**config.mk**
```make
export PLATFORM = sky130hd
export DESIGN_NAME = uart_rx_param
export DESIGN_NICKNAME = d
export VERILOG_FILES = /design/src/rtl/uart_pkg.sv /design/src/rtl/uart_baud_tick.sv /design/src/rtl/uart_rx_param.sv
export SDC_FILE = /design/constraint.sdc
export NUM_CORES = 1
export LEC_CHECK = 0
export CAP_MARGIN = 20
export CORE_MARGIN = 2
export CORE_UTILIZATION = 50
export DETAILED_ROUTE_END_ITERATION = 10
export PLACE_DENSITY = 0.68
export SLEW_MARGIN = 25
export SYNTH_ARGS = -nofsm -noshare
export SYNTH_HDL_FRONTEND = slang
export SYNTH_SLANG_ARGS = --single-unit
export TNS_END_PERCENT = 100
```
**constraint.sdc**
```tcl
create_clock -name clk -period 2.4 [get_ports clk]
set_input_delay 0.48 -clock clk [delete_from_list [all_inputs] [get_ports clk]]
set_output_delay 0.48 -clock clk [all_outputs]
set_load 0.01 [all_outputs]
```
**src/rtl/uart_pkg.sv**
```systemverilog
// Shared types and helpers for the parametrised UART receiver.
package uart_pkg;

  typedef enum logic [2:0] {
    IDLE,
    START,
    DATA,
    PARITY,
    STOP,
    WAIT_IDLE
  } uart_state_t;

  localparam int unsigned MAX_DATA_BITS = 9;

  // Even parity of v when odd = 0, odd parity when odd = 1.
  function automatic logic calc_parity(input logic [MAX_DATA_BITS-1:0] v, input logic odd);
    return (^v) ^ odd;
  endfunction

  function automatic int unsigned calc_div(input int unsigned clk_freq,
                                           input int unsigned baud,
                                           input int unsigned os);
    int unsigned d;
    d = clk_freq / (baud * os);
    return (d == 0) ? 1 : d;
  endfunction

endpackage

```
**src/rtl/uart_baud_tick.sv**
```systemverilog
// Oversampling tick generator: one-cycle tick every DIV clocks, re-phased by clear.
module uart_baud_tick
  import uart_pkg::*;
#(
  parameter int unsigned CLK_FREQ   = 50000000,
  parameter int unsigned BAUD       = 9600,
  parameter int unsigned OVERSAMPLE = 16
) (
  input  logic clk,
  input  logic rst_n,
  input  logic clear,
  output logic tick
);

  localparam int unsigned DIV = calc_div(CLK_FREQ, BAUD, OVERSAMPLE);
  localparam int unsigned CW  = (DIV > 1) ? $clog2(DIV) : 1;
  localparam logic [CW-1:0] CNT_LAST = CW'(DIV - 1);

  logic [CW-1:0] cnt;

  always_ff @(posedge clk) begin
    if (!rst_n || clear) begin
      cnt <= '0;
    end else if (cnt == CNT_LAST) begin
      cnt <= '0;
    end else begin
      cnt <= cnt + CW'(1);
    end
  end

  assign tick = (cnt == CNT_LAST);

endmodule

```
**src/rtl/uart_rx_param.sv**
```systemverilog
// Parametrised UART receiver with 3-sample majority vote, error flags and a
// one-entry valid/ready holding register.
module uart_rx_param
  import uart_pkg::*;
#(
  parameter int unsigned CLK_FREQ   = 50000000,
  parameter int unsigned BAUD       = 9600,
  parameter int unsigned DATA_BITS  = 8,
  parameter int unsigned PARITY_EN  = 0,
  parameter int unsigned PARITY_ODD = 0,
  parameter int unsigned STOP_BITS  = 1,
  parameter int unsigned OVERSAMPLE = 16
) (
  input  logic                 clk,
  input  logic                 rst_n,
  input  logic                 rx,
  output logic [DATA_BITS-1:0] rx_data,
  output logic                 rx_valid,
  input  logic                 rx_ready,
  output logic                 frame_err,
  output logic                 parity_err,
  output logic                 overrun,
  output logic                 busy
);

  localparam int unsigned M  = OVERSAMPLE / 2;
  localparam int unsigned TW = $clog2(OVERSAMPLE);
  localparam int unsigned BW = $clog2(DATA_BITS + 1);

  localparam logic [TW-1:0] T_S0   = TW'(M - 1);
  localparam logic [TW-1:0] T_S1   = TW'(M);
  localparam logic [TW-1:0] T_VOTE = TW'(M + 1);
  localparam logic [TW-1:0] T_LAST = TW'(OVERSAMPLE - 1);
  localparam logic [BW-1:0] B_DATA_DONE = BW'(DATA_BITS);
  localparam logic [BW-1:0] B_STOP_LAST = BW'(STOP_BITS - 1);

  uart_state_t state, state_next;

  logic                     rx_m, rx_s, rx_s_q;
  logic                     tick;
  logic [TW-1:0]            tcnt;
  logic [BW-1:0]            bcnt;
  logic                     s0, s1;
  logic [DATA_BITS-1:0]     shreg;
  logic                     perr, ferr;
  logic                     commit_pend;

  logic                     start_edge, in_frame, vote, vote_ev, bit_end;
  logic                     ferr_next, stop_done, par_exp;
  logic [MAX_DATA_BITS-1:0] data_ext;

  uart_baud_tick #(
    .CLK_FREQ  (CLK_FREQ),
    .BAUD      (BAUD),
    .OVERSAMPLE(OVERSAMPLE)
  ) u_tick (
    .clk  (clk),
    .rst_n(rst_n),
    .clear(start_edge),
    .tick (tick)
  );

  always_ff @(posedge clk) begin
    if (!rst_n) begin
      rx_m   <= 1'b1;
      rx_s   <= 1'b1;
      rx_s_q <= 1'b1;
    end else begin
      rx_m   <= rx;
      rx_s   <= rx_m;
      rx_s_q <= rx_s;
    end
  end

  always_comb begin
    start_edge = (state == IDLE) && rx_s_q && !rx_s;
    in_frame   = state inside {START, DATA, PARITY, STOP};
    // Third sample is taken live at the vote tick rather than registered.
    vote       = (s0 & s1) | (s0 & rx_s) | (s1 & rx_s);
    vote_ev    = in_frame && tick && (tcnt == T_VOTE);
    bit_end    = in_frame && tick && (tcnt == T_LAST);
    ferr_next  = ferr | ~vote;
    stop_done  = vote_ev && (state == STOP) && (bcnt == B_STOP_LAST);
    data_ext   = '0;
    data_ext[DATA_BITS-1:0] = shreg;
    par_exp    = calc_parity(data_ext, PARITY_ODD != 0);
  end

  always_ff @(posedge clk) begin
    if (!rst_n) begin
      state <= IDLE;
    end else begin
      state <= state_next;
    end
  end

  always_comb begin
    state_next = state;
    unique case (state)
      IDLE:      if (start_edge) state_next = START;
      START: begin
        if (vote_ev && vote) state_next = IDLE;
        else if (bit_end)    state_next = DATA;
      end
      DATA:      if (bit_end && bcnt == B_DATA_DONE) state_next = (PARITY_EN != 0) ? PARITY : STOP;
      PARITY:    if (bit_end) state_next = STOP;
      STOP:      if (stop_done) state_next = ferr_next ? WAIT_IDLE : IDLE;
      WAIT_IDLE: if (rx_s) state_next = IDLE;
      default:   state_next = IDLE;
    endcase
  end

  assign busy = (state != IDLE);

  always_ff @(posedge clk) begin
    if (!rst_n) begin
      tcnt        <= '0;
      bcnt        <= '0;
      s0          <= 1'b0;
      s1          <= 1'b0;
      shreg       <= '0;
      perr        <= 1'b0;
      ferr        <= 1'b0;
      commit_pend <= 1'b0;
    end else begin
      commit_pend <= stop_done;

      if (!in_frame) begin
        tcnt <= '0;
      end else if (tick) begin
        tcnt <= (tcnt == T_LAST) ? '0 : tcnt + TW'(1);
        if (tcnt == T_S0) s0 <= rx_s;
        if (tcnt == T_S1) s1 <= rx_s;
      end

      if (state != state_next) begin
        bcnt <= '0;
      end else if (vote_ev && (state == DATA || state == STOP)) begin
        bcnt <= bcnt + BW'(1);
      end

      if (start_edge) begin
        perr <= 1'b0;
        ferr <= 1'b0;
      end else if (vote_ev) begin
        case (state)
          DATA:    shreg <= {vote, shreg[DATA_BITS-1:1]};
          PARITY:  perr  <= (vote != par_exp);
          STOP:    ferr  <= ferr_next;
          default: ;
        endcase
      end
    end
  end

  // Commit happens one cycle after the last stop vote, when ferr/perr are settled.
  always_ff @(posedge clk) begin
    if (!rst_n) begin
      rx_data    <= '0;
      rx_valid   <= 1'b0;
      frame_err  <= 1'b0;
      parity_err <= 1'b0;
      overrun    <= 1'b0;
    end else begin
      overrun <= 1'b0;
      if (commit_pend) begin
        if (!rx_valid || rx_ready) begin
          rx_data    <= shreg;
          frame_err  <= ferr;
          parity_err <= perr;
          rx_valid   <= 1'b1;
        end else begin
          overrun <= 1'b1;
        end
      end else if (rx_valid && rx_ready) begin
        rx_valid <= 1'b0;
      end
    end
  end

endmodule

```
### Word level (Yosys, flattened, before mapping)

Cells that the tools add are included.

* input bits: 4
* bits in registers: 48
* output and inout bits: 13
* logic and storage cells: 93

* add/sub/neg operators: 3
* mux-type cells: 14
* equal/unequal tests: 14
* bitwise logic cells: 9
* reduce and logical (&&, ||, !) cells: 35

Operators with widths (count)
* 3-bit two-way mux: 8
* 3-bit one-hot mux with 6 select lines: 1
* 4-bit == test (second input constant): 4
* 2-bit AND reduction: 6
* 1-bit logical AND: 11
* 9-bit by 1-bit adder with 9-bit output (second input constant): 1
* 9-bit == test (second input constant): 1
* 3-bit AND reduction: 3
* 9-bit XOR reduction: 1
* 4-bit by 1-bit adder with 4-bit output (second input constant): 2
* 3-bit by 2-bit == test with 1-bit output (second input constant): 2
* 3-bit == test (second input constant): 2
* 2-bit OR reduction: 3
* 4-bit by 3-bit == test with 1-bit output (second input constant): 1
* 4-bit zero test: 1
* 1-bit two-way mux: 4
* 4-bit two-way mux: 1
* 4-bit nonzero test: 1
* 1-bit AND: 3
* 3-bit by 1-bit == test with 1-bit output (second input constant): 1
* 1-bit zero test: 3
* 3-bit zero test: 1
* 1-bit logical OR: 3
* 3-bit != test: 1
* 6 further kinds: 10

### Logic depth before layout (Yosys ltp)

* depth in word-level cells: 10
* depth in mapped cells: 8
* gate-level depth less buffers: 7

### By module

From an unflattened synthesis, not the netlist that was laid out.

* cells, all modules: 246
* area, all modules: 2294.7 um^2

By module, submodules not included
* uart_rx_param: times used 1, area an instance 1874.3 um^2, seq. area each 780.7 um^2, cells an instance 199
* uart_baud_tick: times used 1, area an instance 420.4 um^2, seq. area each 180.2 um^2, cells an instance 47

### Least setup slack after synthesis

OpenSTA, ideal clock, no wires.

* kind: register -> register
* start point: register u_tick.cnt[5]
* end point: register bcnt[0]
* clock period less this slack: 2055 ps
* path slack: 345 ps
* cell stages (with the launch flop): 7
* library setup time: 132 ps
* arrival time: 1923 ps
* data required time: 2268 ps
* buffers on the path: 1
* path through: dfxtp_1 or4b_4 or2_1 buf_2 or4_4 o2111ai_2 nor3_1

* longest elaborated chain between the ends: 9
* elaborated cells on any way between the ends: 17
* those cells by class: eq/ne: 2; mux: 6; reduce/logical: 9

RTL lines
* start: declaration: RTL line uart_baud_tick.sv:19 `logic [CW-1:0] cnt;`
* start signal: assignment: RTL line uart_baud_tick.sv:27 `cnt <= cnt + CW'(1);`
* 9-bit == test (*): RTL line uart_baud_tick.sv:31 `assign tick = (cnt == CNT_LAST);`
* 1-bit logical AND (*): RTL line uart_rx_param.sv:80, uart_rx_param.sv:81
* 1-bit logical AND: RTL line uart_rx_param.sv:80 `vote_ev = in_frame && tick && (tcnt == T_VOTE);`
* 1-bit logical AND (2 in a row): RTL line uart_rx_param.sv:83 `stop_done = vote_ev && (state == STOP) && (bcnt == B_STOP_LAST);`
* 3-bit two-way mux: RTL line uart_rx_param.sv:107 `STOP: if (stop_done) state_next = ferr_next ? WAIT_IDLE : IDLE;`
* 3-bit one-hot mux with 6 select lines: RTL line uart_rx_param.sv:99 `unique case (state)`
* 3-bit != test: RTL line uart_rx_param.sv:136 `if (state != state_next) begin`
* 2-bit OR reduction (no line)
* end signal: assignment: RTL line uart_rx_param.sv:139 `bcnt <= bcnt + BW'(1);`
* end: declaration: RTL line uart_rx_param.sv:42 `logic [BW-1:0] bcnt;`

Mark *: on every way between the ends. The rest lies on a longest branch, timed or not.
A chain may end at the register's enable or synchronous reset.

### Worst setup path in the final report

* start point: register u_tick.cnt[5]
* end point: register bcnt[3]

The elaborated chain is that of the path after synthesis.

==> metrics.md <==
| Metric | Value |
|---|---|
| Stage delay of the slowest cell on the critical path | around 0.55 ns |
| Depth of the worst register-to-register path | 5 |
| Number of warnings printed during yosys synthesis | 0 |
| Mapped Cells | 249 |
| Core Area | between 0.004 and 0.005 sq mm |
| Run status | finished, final reports clean |
| Share of final-layout standard cells stronger than drive strength 1 | under 10% |
| RSZ-0062 raised after global routing | false |
| Worst clock skew on the final layout | 0.0109 ns |
| Cts hold-fix bufs | 0 |
| Wire length of the first global-routing pass | 7310 microns |
| Primary FF master, synth | sky130_fd_sc_hd__dfxtp_1 |
| Required time at the worst-slack endpoint | 2.57 ns |
| Maximum resistive drop on vdd | 0.356 mV |
| Area added between synthesis and finish | 16.5% |
| Routability-driven placement congestion ratio | ~0.83 |
| Buffers inserted by post-CTS timing repair | 0 |
| Overall die height | 71.5 microns |
| Sinks on Clock Net | 48 |
| Clock buffers created by TritonCTS | 5 |
| Final critical-path share of the clock period | between 90% and 100% |
| Syn avg cell area | 9.15 sq um |
| Final hold vios | 0 |
| Total chip power | 1.56 mW |
| Proportion of synthesized flip-flops having asynchronous set or reset | 0% |
| Total detailed-routing wirelength | 4120 microns |
| Top library cells by usage in the layout, fill and taps aside | 48 x sky130_fd_sc_hd__dfxtp_1, 20 x sky130_fd_sc_hd__nor2_1, 18 x sky130_fd_sc_hd__nand2_1 |
| Count of input and output buffers | 16 |
| Final worst path period need | around 2.2 ns |
| Via density per instance | 5.24 |
| Power density over the cells | 589 mW/mm^2 |
| H-tree level count | 2 |
| Slew headroom | approximately 68% |
| Number of antenna violations at the first check in global routing | 0 |
| Slowest stage cell, crit path | sky130_fd_sc_hd__or4b_4 |
| Clock transition time at the flip-flop clock pins of the worst setup and hold paths | 0.10 ns |
| Number of enable-type register cells in the synthesized netlist | 0 |
| Maximum Capacitance Violations | 0 |
| Insertion delay to the later sink of the worst-skew pair | 0.30 ns |
| Largest fanout of any net on the critical path | 9 |
| Number of instances on the worst hold path | 1 |
| Total half-perimeter wirelength after legalization and detailed placement | 2850 microns |
| Antenna diode count | 0 |
| CP cell instances | or4b_4, or2_1, or4_4, o2111ai_2, nor3_1 |
| Remaining routing DRC violations | 0 |
| CTS Root Cell | sky130_fd_sc_hd__clkbuf_8 |
| GRT overflow | 0 |
| Vias in the first global route | 1607 |
| Pre-antenna DRT Iters | 4 |
| Startpoint types | flip-flop |
| Overall track demand over capacity in global routing | 17.9% |
| Synthesized net count | between 200 and 300 |
| Post-Synthesis Cell Area | 0.00228 sq mm |
| Largest buffer count on any clock path | 2 |
| Effective utilization at floorplan | 52.0% |
| Die Area | 0.00511 sq mm |
| Number of nets in the layout | 280 |
| Horiz. Die Dim | 71.5 microns |
| Class of the tightest hold or removal check | flip-flop to flip-flop |
| Setup-failing EPs final | 0 |
| Number of gates resized after CTS | 0 |
| Slew of the pin with the lowest slew margin | 0.479 ns |
| Flip-flop and latch count after synthesis | 48 |
| Signal arrival time at the worst endpoint | 2.33 ns |
| Capturing element type of the critical path | flip-flop |
| Sequential cell area fraction in the yosys report | 42.2% |
| DR iter-0 viols | 118 |
| Number of vias after detailed routing | 1686 |
| WL/cell | 12.8 microns |
| Number of standard-cell rows in the floorplan | 24 |
| Sum of negative setup slack | 0 ns |
| Largest net degree at the start of global routing | 29 |
| Maximum achievable frequency | between 400 and 500 MHz |
| Worst setup path class | flip-flop to flip-flop |
| Number of nets still failing antenna checks after routing | 0 |
| Most frequent standard cell in the layout excluding fill and tap cells | sky130_fd_sc_hd__dfxtp_1 |
| Number of distinct library cells after synthesis | 45 |
| I/O Pins | 17 |
| Leakage power | 1.02 nW |
| CTS tree | built |
| Final Max Tran Viols | 0 |
## cell usage after synthesis, drive strengths merged, types with 2 or more instances
master | count | area [sq um]
o2111ai | 2 | 23.8
nand2 | 18 | 67.6
and2 | 3 | 18.8
buf | 3 | 13.8
dfxtp | 48 | 961
a31oi | 3 | 18.8
a21o | 2 | 15.0
xor2 | 8 | 70.1
clkbuf | 7 | 26.3
nand2b | 6 | 37.5
nand3 | 14 | 70.1
inv | 9 | 33.8
ha | 7 | 87.6
and3 | 4 | 25.0
nor3b | 4 | 30.0
mux2i | 13 | 130
xnor2 | 13 | 114
a21boi | 7 | 52.6
a21oi | 5 | 25.0
or4 | 2 | 18.8
nand4 | 4 | 25.0
o21ai | 4 | 20.0
nor2 | 20 | 75.1
nor2b | 17 | 106
nor3 | 10 | 55.1
## per-stage QoR
| stage | std cells | hold WS [ns] | setup WS (ns) | util, % | area (sq um) |
|---|---|---|---|---|---|
| final | 322 | 0.425 | 0.238 | 60.5 | 2650 |
| after global routing | 322 | 0.453 | 0.160 | 60.5 | 2650 |
| after CTS | 322 | 0.434 | 0.245 | 60.5 | 2650 |
| after detailed placement | 314 | 0.405 | 0.250 | 57.4 | 2520 |
| after global placement | 314 | 0.408 | 0.321 | 57.4 | 2520 |
| after floorplan | 249 | 0.386 | 0.345 | - | 2280 |
## worst max-delay path: cells and delay by family (launching register included)
| family | cells | cell delay, ns |
|---|---|---|
| AND/OR/NAND/NOR | 4 | 1.56 |
| AO/OA/AOI/OAI | 1 | 0.14 |
| flip-flops | 1 | 0.34 |
## path summary, 6_finish.rpt
check / to / slack (ns) / from
max: bcnt[3] / 0.24 / u_tick.cnt[5]
min: rx_s / 0.43 / rx_m
max reg2reg: bcnt[3] / 0.24 / u_tick.cnt[5]
min reg2reg: rx_s / 0.43 / rx_m
## layout make-up
class                           count  area [sq um]
Tap cell                           52          65.1
Fill cell                         376          1730
Sequential cell                    48           961
Clock inverter                      3          68.8
Clock buffer                        5          68.8
Timing Repair Buffer               23           213
Inverter                            9          33.8
Multi-Input combinational cell    182          1240
## flip-flops by register name, indices dropped and copies added (netlist names), 3 cells and up
register / flops
u_tick.cnt: 9
rx_data: 8
shreg: 8
bcnt: 4
tcnt: 4
state: 3
## power by group
part / total (mW) / internal, mW / switching, mW
Sequential: 0.813 / 0.803 / 0.00989
Combinational: 0.0486 / 0.0239 / 0.0247
Clock: 0.702 / 0.419 / 0.282
## cell families (layout without fill, tap and decap cells)
| kind of cell | after synthesis | count (layout) | share of synthesized area [%] |
|---|---|---|---|
| muxes | 14 | 14 | 6.21 |
| buffers and inverters | 19 | 40 | 3.24 |
| DFF | 48 | 48 | 42.2 |
| AOI/OAI and AO/OA | 29 | 29 | 9.12 |
| and+or+nand+nor | 110 | 110 | 26.4 |
| xor gates and xnor gates | 22 | 22 | 9.06 |
| adders and majority gates | 7 | 7 | 3.84 |
## metal layers
layer / up-vias / global-route usage [%] / share of wire (%)
met5: - / 0 / 0
met4: 0 / 6.29 / 1.6
met3: 6 / 4.50 / 3.7
met2: 29 / 26.5 / 41
met1: 764 / 25.3 / 54
li1: 887 / - / -
(Power assumes the default switching activity.)
